<file path="src/rtl/seq_pkg.sv">
// Shared definitions for the sprite sequencer slice: FSM states, VGA widths,
// and the seven-segment table used by the board-level HEX displays.
package seq_pkg;

    typedef enum logic [2:0] {
        IDLE,
        DRAW,
        HOLD,
        END_DRAW,
        END
    } state_t;

    localparam int VGA_X_W = 9;
    localparam int VGA_Y_W = 8;

    // Active-low segments {g,f,e,d,c,b,a}; blanks anything above 9.
    function automatic logic [6:0] hex_decoder(input logic [3:0] digit);
        logic [6:0] seg;
        case (digit)
            4'd0:    seg = 7'b1000000;
            4'd1:    seg = 7'b1111001;
            4'd2:    seg = 7'b0100100;
            4'd3:    seg = 7'b0110000;
            4'd4:    seg = 7'b0011001;
            4'd5:    seg = 7'b0010010;
            4'd6:    seg = 7'b0000010;
            4'd7:    seg = 7'b1111000;
            4'd8:    seg = 7'b0000000;
            4'd9:    seg = 7'b0010000;
            default: seg = 7'b1111111;
        endcase
        return seg;
    endfunction

endpackage

</file>
<file path="src/rtl/bcd_round_timer.sv">
// Two-digit BCD seconds counter with a clock prescaler; stops and raises a
// sticky expired flag when the count reaches ROUND_SECS.
module bcd_round_timer #(
    parameter int CLK_HZ     = 50000000,
    parameter int ROUND_SECS = 30
) (
    input  logic       CLOCK_50,
    input  logic       reset,
    input  logic       run,
    output logic [3:0] secs_ones,
    output logic [3:0] secs_tens,
    output logic       expired
);

    localparam int PRE_W = (CLK_HZ > 1) ? $clog2(CLK_HZ) : 1;
    localparam logic [7:0] TARGET = {4'(ROUND_SECS / 10), 4'(ROUND_SECS % 10)};

    logic [PRE_W-1:0] pre;
    logic [3:0]       next_ones;
    logic [3:0]       next_tens;

    always_comb begin
        next_ones = secs_ones + 4'd1;
        next_tens = secs_tens;
        if (secs_ones == 4'd9) begin
            next_ones = 4'd0;
            next_tens = secs_tens + 4'd1;
        end
    end

    // Digits freeze once expired; the target compare uses the post-tick value.
    always_ff @(posedge CLOCK_50) begin
        if (!reset) begin
            pre       <= '0;
            secs_ones <= 4'd0;
            secs_tens <= 4'd0;
            expired   <= 1'b0;
        end else if (run && !expired) begin
            if (pre == PRE_W'(CLK_HZ - 1)) begin
                pre       <= '0;
                secs_ones <= next_ones;
                secs_tens <= next_tens;
                if ({next_tens, next_ones} == TARGET)
                    expired <= 1'b1;
            end else begin
                pre <= pre + PRE_W'(1);
            end
        end
    end

endmodule

</file>
<file path="src/rtl/sprite_frame_sequencer.sv">
// Cycles sprite ROM frames into a VGA window with a hold between draws; on
// round-timer expiry draws the end frame once and parks with done high.
module sprite_frame_sequencer
    import seq_pkg::*;
#(
    parameter int NUM_FRAMES  = 3,
    parameter int W           = 320,
    parameter int H           = 165,
    parameter int X0          = 0,
    parameter int Y0          = 75,
    parameter int COL_W       = 3,
    parameter int HOLD_CYCLES = 100000000,
    parameter int CLK_HZ      = 50000000,
    parameter int ROUND_SECS  = 30,
    localparam int ADDR_W     = $clog2(W * H),
    localparam int FS_W       = $clog2(NUM_FRAMES + 1)
) (
    input  logic               CLOCK_50,
    input  logic               reset,
    input  logic               start,
    output logic [ADDR_W-1:0]  rom_addr,
    output logic [FS_W-1:0]    frame_sel,
    input  logic [COL_W-1:0]   rom_colour,
    output logic [8:0]         x,
    output logic [7:0]         y,
    output logic [COL_W-1:0]   colour,
    output logic               plot,
    output logic [3:0]         secs_ones,
    output logic [3:0]         secs_tens,
    output logic               done
);

    localparam int CX_W   = (W > 1) ? $clog2(W) : 1;
    localparam int RY_W   = (H > 1) ? $clog2(H) : 1;
    localparam int HOLD_W = (HOLD_CYCLES > 1) ? $clog2(HOLD_CYCLES) : 1;

    if (X0 + W > 320) begin : g_x_range
        $error("sprite window exceeds 320 columns");
    end
    if (Y0 + H > 240) begin : g_y_range
        $error("sprite window exceeds 240 rows");
    end

    state_t            state;
    logic [CX_W-1:0]   col;
    logic [RY_W-1:0]   row;
    logic [HOLD_W-1:0] hold_cnt;
    logic              expired;
    logic              run;
    logic              last_px;

    assign run     = (state != IDLE);
    assign last_px = (col == CX_W'(W - 1)) && (row == RY_W'(H - 1));

    bcd_round_timer #(
        .CLK_HZ     (CLK_HZ),
        .ROUND_SECS (ROUND_SECS)
    ) u_timer (
        .CLOCK_50  (CLOCK_50),
        .reset     (reset),
        .run       (run),
        .secs_ones (secs_ones),
        .secs_tens (secs_tens),
        .expired   (expired)
    );

    always_ff @(posedge CLOCK_50) begin
        if (!reset) begin
            state     <= IDLE;
            col       <= '0;
            row       <= '0;
            hold_cnt  <= '0;
            rom_addr  <= '0;
            frame_sel <= '0;
            x         <= '0;
            y         <= '0;
            colour    <= '0;
            plot      <= 1'b0;
            done      <= 1'b0;
        end else begin
            plot <= 1'b0;
            case (state)
                IDLE: begin
                    if (start) begin
                        state     <= DRAW;
                        col       <= '0;
                        row       <= '0;
                        rom_addr  <= '0;
                        frame_sel <= '0;
                    end
                end
                // rom_colour belongs to the address on rom_addr this cycle, so
                // the pixel lands alongside its coordinates one clock later.
                DRAW, END_DRAW: begin
                    plot   <= 1'b1;
                    x      <= VGA_X_W'(X0 + 32'(col));
                    y      <= VGA_Y_W'(Y0 + 32'(row));
                    colour <= rom_colour;
                    if (last_px) begin
                        col      <= '0;
                        row      <= '0;
                        rom_addr <= '0;
                        hold_cnt <= '0;
                        if (state == END_DRAW) begin
                            state <= END;
                            done  <= 1'b1;
                        end else if (expired) begin
                            state     <= END_DRAW;
                            frame_sel <= FS_W'(NUM_FRAMES);
                        end else begin
                            state <= HOLD;
                        end
                    end else begin
                        rom_addr <= rom_addr + ADDR_W'(1);
                        if (col == CX_W'(W - 1)) begin
                            col <= '0;
                            row <= row + RY_W'(1);
                        end else begin
                            col <= col + CX_W'(1);
                        end
                    end
                end
                HOLD: begin
                    if (expired) begin
                        state     <= END_DRAW;
                        frame_sel <= FS_W'(NUM_FRAMES);
                    end else if (hold_cnt == HOLD_W'(HOLD_CYCLES - 1)) begin
                        state     <= DRAW;
                        frame_sel <= (frame_sel == FS_W'(NUM_FRAMES - 1)) ? '0 : frame_sel + FS_W'(1);
                    end else begin
                        hold_cnt <= hold_cnt + HOLD_W'(1);
                    end
                end
                END: done <= 1'b1;
                default: state <= IDLE;
            endcase
        end
    end

endmodule
</file>
<file path="config.mk">
export PLATFORM = sky130hd
export DESIGN_NAME = sprite_frame_sequencer
export DESIGN_NICKNAME = d
export VERILOG_FILES = /design/src/rtl/seq_pkg.sv /design/src/rtl/bcd_round_timer.sv /design/src/rtl/sprite_frame_sequencer.sv
export SDC_FILE = /design/constraint.sdc
export NUM_CORES = 1
export LEC_CHECK = 0
export ABC_AREA = 0
export BUFFER_PORTS_ARGS = -buffer_cell sky130_fd_sc_hd__buf_4
export CAP_MARGIN = 20
export CORE_ASPECT_RATIO = 1.2
export CORE_UTILIZATION = 63
export DETAILED_ROUTE_END_ITERATION = 16
export GPL_ROUTABILITY_DRIVEN = 0
export MAX_ROUTING_LAYER = met4
export PLACE_DENSITY_LB_ADDON = 0.05
export SYNTH_ARGS = -nofsm -noshare
export SYNTH_HDL_FRONTEND = slang
export SYNTH_SLANG_ARGS = --single-unit
</file>
<file path="constraint.sdc">
create_clock -name CLOCK_50 -period 4.3 [get_ports CLOCK_50]
set_input_delay 0.43 -clock CLOCK_50 [delete_from_list [all_inputs] [get_ports CLOCK_50]]
set_output_delay 0.43 -clock CLOCK_50 [all_outputs]
set_load 0.02 [all_outputs]
</file>
==> results.py, run 1 <==
metrics = {
    "drt": {
        "first_pass_iters": 6,
        "drt_wl_total_um": 12040,
        "vias_per_cell": 5.695,
        "dr.first_iter.drc_count": 205,
        "vias": 4812,
        "wire_per_inst_um": 14.25,
        "ant_nets": 0,
        "route.detailed.drc": 0,
    },
    "sta": {
        "rsz0062_at_grt": "false",
        "setup_tns_ns": 0,
        "hold_violations": 0,
        "fin_ws_ns": 1.501,
        "worst_slew_margin_rel": 0.4428,
        "worst_slew_pin_slew_ns": 0.8358,
        "fin_crit_sh": 0.6510,
        "fin_crit_ns": 2.799,
        "clock_skew_ns": 0.01038,
        "drv_slew": 0,
        "max_freq_mhz": 357.2,
        "setup_viol": 0,
    },
    "clock_tree": {
        "htreeDepth": 4,
        "cts.repair.resized": 0,
        "cts_hold_buf": 0,
        "clock-sinks": 122,
        "clk_pin_slew_ns": 0.05,
        "cts_setup_buffers": 0,
        "numCtsBuffers": 17,
        "clock_latency_ns": 0.52,
        "cts_max_path_buffers": 2,
        "clockRootBuffer": "clkbuf_8",
        "cts_tree": "built",
    },
    "place": {
        "post-place-ws_ns": 1.549,
        "dp_hpwl_um": 7872,
        "port_buffers": 53,
    },
    "floorplan": {
        "die_w_um": 88.93,
        "start_util": 0.6564,
        "io_pins": 54,
        "die_h_um": 106.3,
        "rows": 37,
        "dieArea_um2": 9455,
        "core-area_um2": 8703,
    },
    "power_and_ir_drop": {
        "p_leak_nw": 2.548,
        "max-vdd-ir-drop_v": 0.0002694,
        "p_per_area_nw_per_um2": 415.9,
    },
    "grt": {
        "overflow": 0,
        "grt_pass1_vias": 4603,
        "grt_pass1_wl_um": 20620,
        "grt_max_degree": 48,
        "grtUsageTotal": 0.2876,
        "antenna_found_initial": 0,
    },
    "setup_path": {
        "r2r-end": "hold_cnt[26]$_SDFFE_PN0P_",
        "worstPathMaxFanout": 28,
        "path_class": "register to register",
        "reg2regPathDepth": 6,
        "r2r_slack_ns": 1.50,
        "cp.required_ns": 4.71,
        "end_kind": "register",
        "startpoint_type": "register",
        "cp_slowest_cell": "nand2_1",
        "critPathArrivalTime_ns": 3.21,
        "worstPathCellList": "or3b_4 -> nor4_4 -> nand2_4 -> nand2_1 -> nor2_1 -> a41o_1",
        "critical_path.max_stage_delay_ns": 0.68,
        "r2r-start": "row[2]$_SDFFE_PN0P_",
    },
    "synth": {
        "synth_edf_count": 0,
        "syn_area_um2": 5713,
        "yosys_register_bits": 122,
        "synth_cell_type_count": 53,
        "synth_nets": 687,
        "synth_area_per_cell_um2": 8.476,
        "synthCells": 674,
        "synthFlopType": "dfxtp_1",
        "ys_warn_count": 0,
        "seq_area_frac_synth": 0.4275,
        "ys_async_sr_fraction": 0,
    },
    "cells_and_area": {
        "post-route-util": 0.7742,
        "drive_above_1_share": 0.1291,
        "nNetsFinal": 728,
        "diodes": 0,
        "syn_to_final_growth_pct": 17.94,
    },
    "min_path": {
        "min_from": "rom_colour[0]",
        "min_delay_path_depth": 3,
        "hold_path.class": "input pin to register",
        "worstHoldEndpoint": "colour[0]$_SDFFE_PN0P_",
    },
    "flow_run": {
        "max-cap-violations": 0,
    },
    "status": {
        "status": "completed",
    },
}
[worst max-delay path: cells and delay by family, from the launching register on]
kind	cells	cell delay, ns
DFF	1	0.51
and+or+nand+nor	5	1.92
AOI/OAI and AO/OA	1	0.26
[layer usage]
metal / vias up / share of wire / track usage
met1: 2239 / 0.43 / 0.3418
li1: 2407 / - / -
met2: 136 / 0.50 / 0.4615
met4: 0 / 0.022 / 0.1236
met5: - / 0 / -
met3: 30 / 0.046 / 0.06988
[worst max-delay path by stage]
stage	start	to	cells past startpoint
finish	row[2]$_SDFFE_PN0P_	hold_cnt[26]$_SDFFE_PN0P_	6
global route	row[0]$_SDFFE_PN0P_	hold_cnt[26]$_SDFFE_PN0P_	8
CTS	row[2]$_SDFFE_PN0P_	hold_cnt[26]$_SDFFE_PN0P_	6
detailed placement	row[2]$_SDFFE_PN0P_	hold_cnt[26]$_SDFFE_PN0P_	6
global placement	row[2]$_SDFFE_PN0P_	hold_cnt[26]$_SDFFE_PN0P_	6
floorplan	row[3]$_SDFFE_PN0P_	hold_cnt[17]$_SDFFE_PN0P_	7
[kinds of logic after synthesis]
group | after synthesis | synth area share
compound gates | 94 | 0.1099
xor+xnor | 82 | 0.1257
fa+ha+maj | 7 | 0.01533
buf+inv | 44 | 0.03285
flops | 122 | 0.4275
mux | 1 | 0.001752
simple gates | 324 | 0.2869
[per-stage QoR]
step	hold slack, ns	power (mW)	instance area (um2)	std cells
detailed placement	0.4532	1.373	6126	813
CTS	0.1572	2.826	6738	845
finish	0.1633	2.802	6738	845
global route	0.1755	2.895	6738	845
global placement	0.4418	1.368	6126	813
floorplan	0.4620	1.317	5713	674
[power breakdown]
group | total [mW] | internal, mW | switching [mW]
sequential | 1.17 | 1.15 | 0.0206
combinational | 0.175 | 0.0623 | 0.113
clock | 1.45 | 0.985 | 0.467
[cells in the final DEF (no fill, tap or decap), drive strengths merged, types with 2 or more instances in the layout]
master     n
nand2     77
and4       7
nor2b     11
bufinv     4
nor3      13
and3      15
or4        5
nor4       7
nand4b     2
dfxtp    122
nand2b     6
buf       55
xor2      40
clkbuf    25
nor2      83
a21boi    14
a21oi     23
or4b       2
a31oi      3
a211oi    11
o211a      4
o21ai     22
nor3b      4
inv       11
clkinv     2
nand4     19
and2      18
nand3     45
nand3b     2
a21o       3
a2111oi    2
xnor2     42
o21a       3
ha         7
or3        4
[state kept, by name, summed over array words and instances (netlist names), 2 cells and up]
signal             count
y                      8
state                  3
x                      9
u_timer.pre           26
row                    8
rom_addr              16
frame_sel              2
hold_cnt              27
colour                 3
u_timer.secs_ones      4
u_timer.secs_tens      4
col                    9
[layout make-up]
class                   instances  area (um2)
well taps                     117       146.4
clock buffers                  25       474.2
flip-flops and latches        122        2442
inverters                      11       41.29
clock inverters                 7       137.6
multi-input cells             508        3083
repair buffers                 55       412.9
fillers                       662        1966
[synthesized netlist by cell type (2+ instances only)]
library cell  instances  area, um2
o21a_1                3      22.52
nor4_1                6      37.54
nand2b_1              6      37.54
nor2_1               83      311.6
nand3b_1              2      15.01
a211oi_1             11      82.58
dfxtp_1             122       2442
nand2_1              76      285.3
or3_1                 4      25.02
o21ai_0              21      105.1
nand4_1              19      118.9
nor2b_1              11      68.82
a21oi_1              23      115.1
clkbuf_1             24      90.09
and2_1               18      112.6
a21boi_0             14      105.1
nor3b_1               3      22.52
xor2_1               40      350.3
buf_2                 6      30.03
buf_6                 2      22.52
and4_1                7      61.31
a31oi_1               3      18.77
nor3_1               13      65.06
a2111oi_2             2      30.03
xnor2_1              42      367.9
o211a_1               4      40.04
inv_1                11      41.29
a21o_1                3      22.52
nand4b_1              2      17.52
and3_1               15      93.84
nand3_1              45      225.2
or4_1                 5      37.54
ha_1                  7      87.58
or4b_2                2      20.02
No activity file was read; power rests on OpenSTA's default activity.
==> run 2, diff against run 1 <==
- ABC_AREA: 0 -> 1
- CORE_UTILIZATION: 63 -> 60
- clock period: 4.3 -> 2.6 ns (I/O delays scaled with it)
==> run 2 against run 1 <==
  * Wire length rose by 28%
  * Sequential share of layout area fell by 4.3 points
  * Largest cell class unchanged
  * Cell count increased by 43%
  * Clock skew grew 0.0027 ns
  * Flip-flop and latch count did not move
  * Total power rose by 120%
  * Critical path depth up 4
  * Area after synthesis is 16% higher
==> results.py, run 2 <==
metrics = {
    "clock_tree": {
        "clockRootBuffer": "clkbuf_16",
        "cts_hold_buf": 0,
        "clk_pin_slew_ns": 0.06,
        "cts_max_path_buffers": 2,
        "cts.repair.resized": 0,
        "htreeDepth": 4,
        "cts_setup_buffers": 0,
        "clock_latency_ns": 0.42,
        "cts_tree": "built",
        "numCtsBuffers": 17,
        "clock-sinks": 122,
    },
    "drt": {
        "route.detailed.drc": 0,
        "wire_per_inst_um": 12.77,
        "first_pass_iters": 7,
        "wl_met2_um": 7642,
        "dr.first_iter.drc_count": 330,
        "vias_per_cell": 5.317,
        "drt_wl_total_um": 15400,
        "wl_met3_um": 521,
        "top_layer": "met4",
        "met1_length_um": 6940,
        "ant_nets": 0,
        "vias": 6412,
    },
    "cells_and_area": {
        "regMostFlops": "hold_cnt",
        "reg_top3": "hold_cnt: 27 flops, u_timer.pre: 26 flops, rom_addr: 16 flops",
        "syn_to_final_growth_pct": 14.92,
        "stdcell_count": 1206,
        "drive_above_1_share": 0.1263,
        "layout_common_cells": "nand2_1, nor2_1, dfxtp_1",
        "largest_register_ffs": 27,
        "nNetsFinal": 1077,
        "final_area_um2": 7635,
        "diodes": 0,
        "final_common_cell": "nand2_1",
    },
    "sta": {
        "max_freq_mhz": 465.7,
        "setup_viol": 0,
        "hold_violations": 0,
        "clock_skew_ns": 0.01303,
        "worst_slew_margin_rel": 0.6334,
        "worst_slew_pin_slew_ns": 0.5478,
        "setup_tns_ns": 0,
        "rsz0062_at_grt": "false",
        "hold_slack_ns": 0.09436,
        "drv_slew": 0,
        "fin_crit_sh": 0.8259,
        "fin_crit_ns": 2.147,
    },
    "synth": {
        "seq_area_frac_synth": 0.3676,
        "synthTopCellsByArea": "dfxtp_1, nand2_1, nor2_1",
        "yosys_register_bits": 122,
        "syn_area_um2": 6644,
        "synth_area_per_cell_um2": 6.552,
        "synth_nets": 1027,
        "synth_edf_count": 0,
        "ys_top_cells_by_count": "nand2_1, nor2_1, dfxtp_1",
        "synth_top_area_share": 0.3676,
        "yosysTopAreaCell": "dfxtp_1",
        "ys_async_sr_fraction": 0,
        "synth_cell_type_count": 49,
        "synthCells": 1014,
        "yosysMostFrequentCell": "nand2_1",
        "synthFlopType": "dfxtp_1",
        "ys_warn_count": 0,
    },
    "floorplan": {
        "rows": 41,
        "dieArea_um2": 11500,
        "core-area_um2": 10670,
        "start_util": 0.6227,
        "die_w_um": 98.06,
        "io_pins": 54,
        "die_h_um": 117.3,
    },
    "setup_path": {
        "path_class": "register to register",
        "critical_path.max_stage_delay_ns": 0.36,
        "startpoint_type": "register",
        "reg2regPathDepth": 10,
        "cp.required_ns": 2.90,
        "cp_common_cell": "nand2_1",
        "critPathArrivalTime_ns": 2.45,
        "worstPathCellList": "ha_1 -> nand2_1 -> nor2_1 -> nand2_1 -> nor3_1 -> nand2_1 -> nand2_4 -> inv_1 -> nand2_1 -> o21ai_1",
        "cp_slowest_cell": "nor3_1",
        "worstPathMaxFanout": 17,
        "end_kind": "register",
    },
    "place": {
        "placed_cell_area_um2": 7073,
        "dp_hpwl_um": 10710,
        "placedCellCount": 1174,
        "port_buffers": 53,
    },
    "power_and_ir_drop": {
        "max-vdd-ir-drop_v": 0.0005888,
        "p_leak_nw": 2.862,
        "total_power_mw": 6.192,
        "p_per_area_nw_per_um2": 811.1,
    },
    "min_path": {
        "min_delay_path_depth": 3,
        "hold_path.class": "input pin to register",
    },
    "flow_run": {
        "max-cap-violations": 0,
    },
    "grt": {
        "grtUsageTotal": 0.2912,
        "grt_pass1_vias": 5856,
        "grt_pass1_wl_um": 26090,
        "grt_max_degree": 45,
        "overflow": 0,
        "antenna_found_initial": 0,
    },
    "status": {
        "status": "completed",
    },
}
==> run 2: area by class of cell <==
type                       count  area, um2
clock buffer                  18      439.2
clock inverter                14      122.6
fill                         947       3035
inverter                     107      402.9
multi-input combinational    759       3638
sequential                   122       2442
tap                          129      161.4
timing repair buffer          57      427.9
==> run 2: per-layer routing <==
metal,vias up,global-route usage
met5,-,-
met4,0,0.1232
met3,28,0.05285
met2,133,0.5047
met1,2899,0.3332
li1,3352,-
==> run 2: critical path, delay by kind of cell, from the launching register on <==
kind,cells,cell delay (ns)
adder cells (fa/ha/maj),1,0.17
AO/OA/AOI/OAI,1,0.05
buffers and inverters,1,0.18
AND/OR/NAND/NOR,7,1.28
flip-flops,1,0.35
==> run 2: where the power goes <==
group	switching (mW)	leakage (nW)	internal (mW)	total (mW)
Combinational	1.21	1.61	0.537	1.75
Sequential	0.158	0.989	2.07	2.23
Clock	0.873	0.264	1.34	2.21
==> run 2: cells by family (layout without fill, tap and decap cells) <==
family / count (synthesis) / after routing / share of synthesized area
buffers and inverters: 133 / 196 / 0.08475
DFF: 122 / 122 / 0.3676
AOI/OAI and AO/OA: 128 / 128 / 0.1079
adders and majority gates: 7 / 7 / 0.01318
xor gates and xnor gates: 23 / 23 / 0.03032
and+or+nand+nor: 601 / 601 / 0.3962
==> run 2: worst paths after layout <==
check | startpoint | endpoint | slack [ns]
worst min register to register | row[5]$_SDFFE_PN0P_ | row[5]$_SDFFE_PN0P_ | 0.48
worst max register to register | u_timer.pre[0]$_SDFFE_PN0P_ | u_timer.secs_tens[0]$_SDFFE_PN0P_ | 0.45
worst max-delay path | u_timer.pre[0]$_SDFFE_PN0P_ | u_timer.secs_tens[0]$_SDFFE_PN0P_ | 0.45
worst min-delay path | rom_colour[0] | colour[0]$_SDFFE_PN0P_ | 0.09
==> run 2: per-stage QoR <==
stage               setup WS, ns    util
floorplan                 0.8862       -
global placement          0.5333  0.6629
detailed placement        0.5010  0.6629
CTS                       0.4623  0.7155
global route              0.2470  0.7155
finish                    0.4526  0.7155
==> run 3, diff against run 2 <==
- ABC_AREA: 1 -> 0
- CORE_UTILIZATION: 60 -> 53
- clock period: 2.6 -> 1.7 ns (I/O delays scaled with it)
==> run 3 against run 2 <==
  * The flow now finishes with violations (negative setup slack)
  * Combinational power shrank 59%
  * Count of clock-buffer cells in the layout rose by 6
  * Critical path type unchanged
  * First-iteration DRC count down 6.1%
==> results.py, run 3 (same netlist as run 1, synthesis figures left out) <==
metrics = {
    "setup_path": {
        "r2r_slack_ns": -0.41,
        "cp.required_ns": 2.05,
        "end_kind": "register",
        "critical_path.max_stage_delay_ns": 0.56,
        "cp.depth": 6,
        "cp-startpoint": "hold_cnt[10]$_SDFFE_PN0P_",
        "worstPathMaxFanout": 6,
        "r2r-end": "frame_sel[1]$_SDFFE_PN0P_",
        "path_class": "register to register",
        "crit_buf_inv": 0,
        "cp-endpoint": "frame_sel[1]$_SDFFE_PN0P_",
        "crit_family": "simple AND/OR/NAND/NOR gates",
        "startpoint_type": "register",
        "reg2regPathDepth": 6,
        "cp_slowest_cell": "or4b_4",
        "worstPathCellList": "or4b_4 -> nor3_4 -> a31o_4 -> o311a_1 -> nor3b_4 -> o211a_1",
        "critPathArrivalTime_ns": 2.46,
        "r2r-start": "hold_cnt[10]$_SDFFE_PN0P_",
    },
    "sta": {
        "worst_slew_margin_rel": 0.6012,
        "rsz0062_at_grt": "true",
        "fin_ws_ns": -0.4098,
        "fin_crit_ns": 2.110,
        "hold_violations": 0,
        "fin_crit_sh": 1.241,
        "max_freq_mhz": 474.0,
        "clock_skew_ns": 0.008178,
        "drv_slew": 0,
        "setup_viol": 76,
        "setup_tns_ns": -17.19,
        "hold_slack_ns": 0.01521,
        "worst_slew_pin_slew_ns": 0.5983,
    },
    "floorplan": {
        "io_pins": 54,
        "die_w_um": 96.78,
        "rows": 41,
        "core-area_um2": 10520,
        "start_util": 0.5432,
        "die_h_um": 115.7,
        "dieArea_um2": 11200,
    },
    "drt": {
        "wire_per_inst_um": 17.43,
        "route.detailed.drc": 0,
        "vias": 5815,
        "ant_nets": 0,
        "vias_per_cell": 5.729,
        "dr.first_iter.drc_count": 310,
        "drt_wl_total_um": 17690,
        "first_pass_iters": 5,
    },
    "place": {
        "placed_cell_area_um2": 7246,
        "port_buffers": 53,
        "placedCellCount": 952,
        "dp_hpwl_um": 9847,
        "post-place-ws_ns": -0.3738,
    },
    "cells_and_area": {
        "drive_above_1_share": 0.4187,
        "largest_register_ffs": 27,
        "nNetsFinal": 887,
        "stdcell_count": 1015,
        "final_area_um2": 8836,
        "final_common_cell": "buf_4",
        "layout_common_cells": "buf_4, dfxtp_1, nand2_1, nor2_1",
        "diodes": 0,
        "reg_top3": "hold_cnt: 27 flops, u_timer.pre: 26 flops, rom_addr: 16 flops",
        "post-route-util": 0.8402,
        "regMostFlops": "hold_cnt",
        "syn_to_final_growth_pct": 54.66,
    },
    "grt": {
        "grtUsageTotal": 0.2879,
        "antenna_found_initial": 0,
        "grt_pass1_wl_um": 25270,
        "grt_pass1_vias": 5430,
        "grt_max_degree": 50,
        "overflow": 0,
    },
    "flow_run": {
        "max-cap-violations": 0,
    },
    "min_path": {
        "min_delay_path_depth": 3,
        "hold_path.class": "input pin to register",
    },
    "status": {
        "status": "finished, violations left",
        "violations": "negative setup slack",
    },
    "clock_tree": {
        "cts_hold_buf": 0,
        "clock-sinks": 122,
        "clock_latency_ns": 0.41,
        "cts_max_path_buffers": 2,
        "clk_pin_slew_ns": 0.05,
        "clockRootBuffer": "clkbuf_16",
        "numCtsBuffers": 17,
        "htreeDepth": 4,
        "cts_tree": "built",
    },
    "power_and_ir_drop": {
        "max-vdd-ir-drop_v": 0.0005783,
        "total_power_mw": 7.422,
        "p_leak_nw": 3.498,
        "p_per_area_nw_per_um2": 840.0,
    },
}
-- run 3: changes by cell type in the layout (fill, tap and decap cells not counted), moves of 21 or more --
cell,delta
nand3_1,-26
a21oi_1,-52
xnor2_1,+32
buf_4,+132
nand2_1,-194
inv_1,-87
nor3_1,-21
nor2_1,-119
xor2_1,+21
-- run 3: worst min-delay path, stage by stage --
cell and delay, ns:
buf_4 0.11, nand2_1 0.05, a21oi_1 0.05
-- run 3: layout make-up --
class / count / area, um2
inverters: 11 / 41.29
flip-flops and latches: 122 / 2464
multi-input cells: 512 / 3866
well taps: 129 / 161.4
clock buffers: 24 / 501.7
repair buffers: 210 / 1689
clock inverters: 7 / 112.6
fillers: 590 / 1680
-- run 3: power breakdown --
group | total, mW | internal, mW | leakage (nW) | switching [mW]
logic | 0.721 | 0.325 | 2.20 | 0.396
clock network | 3.73 | 2.49 | 0.302 | 1.25
registers | 2.97 | 2.92 | 0.993 | 0.0478
-- run 3: worst min path at each step --
stage,startpoint,end
after floorplan,rom_colour[0],colour[0]$_SDFFE_PN0P_
after global placement,rom_colour[1],colour[1]$_SDFFE_PN0P_
after detailed placement,rom_colour[1],colour[1]$_SDFFE_PN0P_
after CTS,rom_colour[1],colour[1]$_SDFFE_PN0P_
after global routing,rom_colour[1],colour[1]$_SDFFE_PN0P_
final,rom_colour[1],colour[1]$_SDFFE_PN0P_
-- run 3: per-layer routing --
metal | up-vias | routed length [um] | GRT usage
met4 | 0 | 641 | 0.1284
met5 | - | 0 | -
met2 | 195 | 9488 | 0.5108
met3 | 63 | 719 | 0.05790
met1 | 2836 | 6844 | 0.3134
li1 | 2721 | - | -
-- run 3: timing repair --
item	in CTS	in global routing
cloned	5	1
setup endpoints to repair	95	99
buffers inserted	15	14
gates resized for setup	78	86
pin swaps	37	48
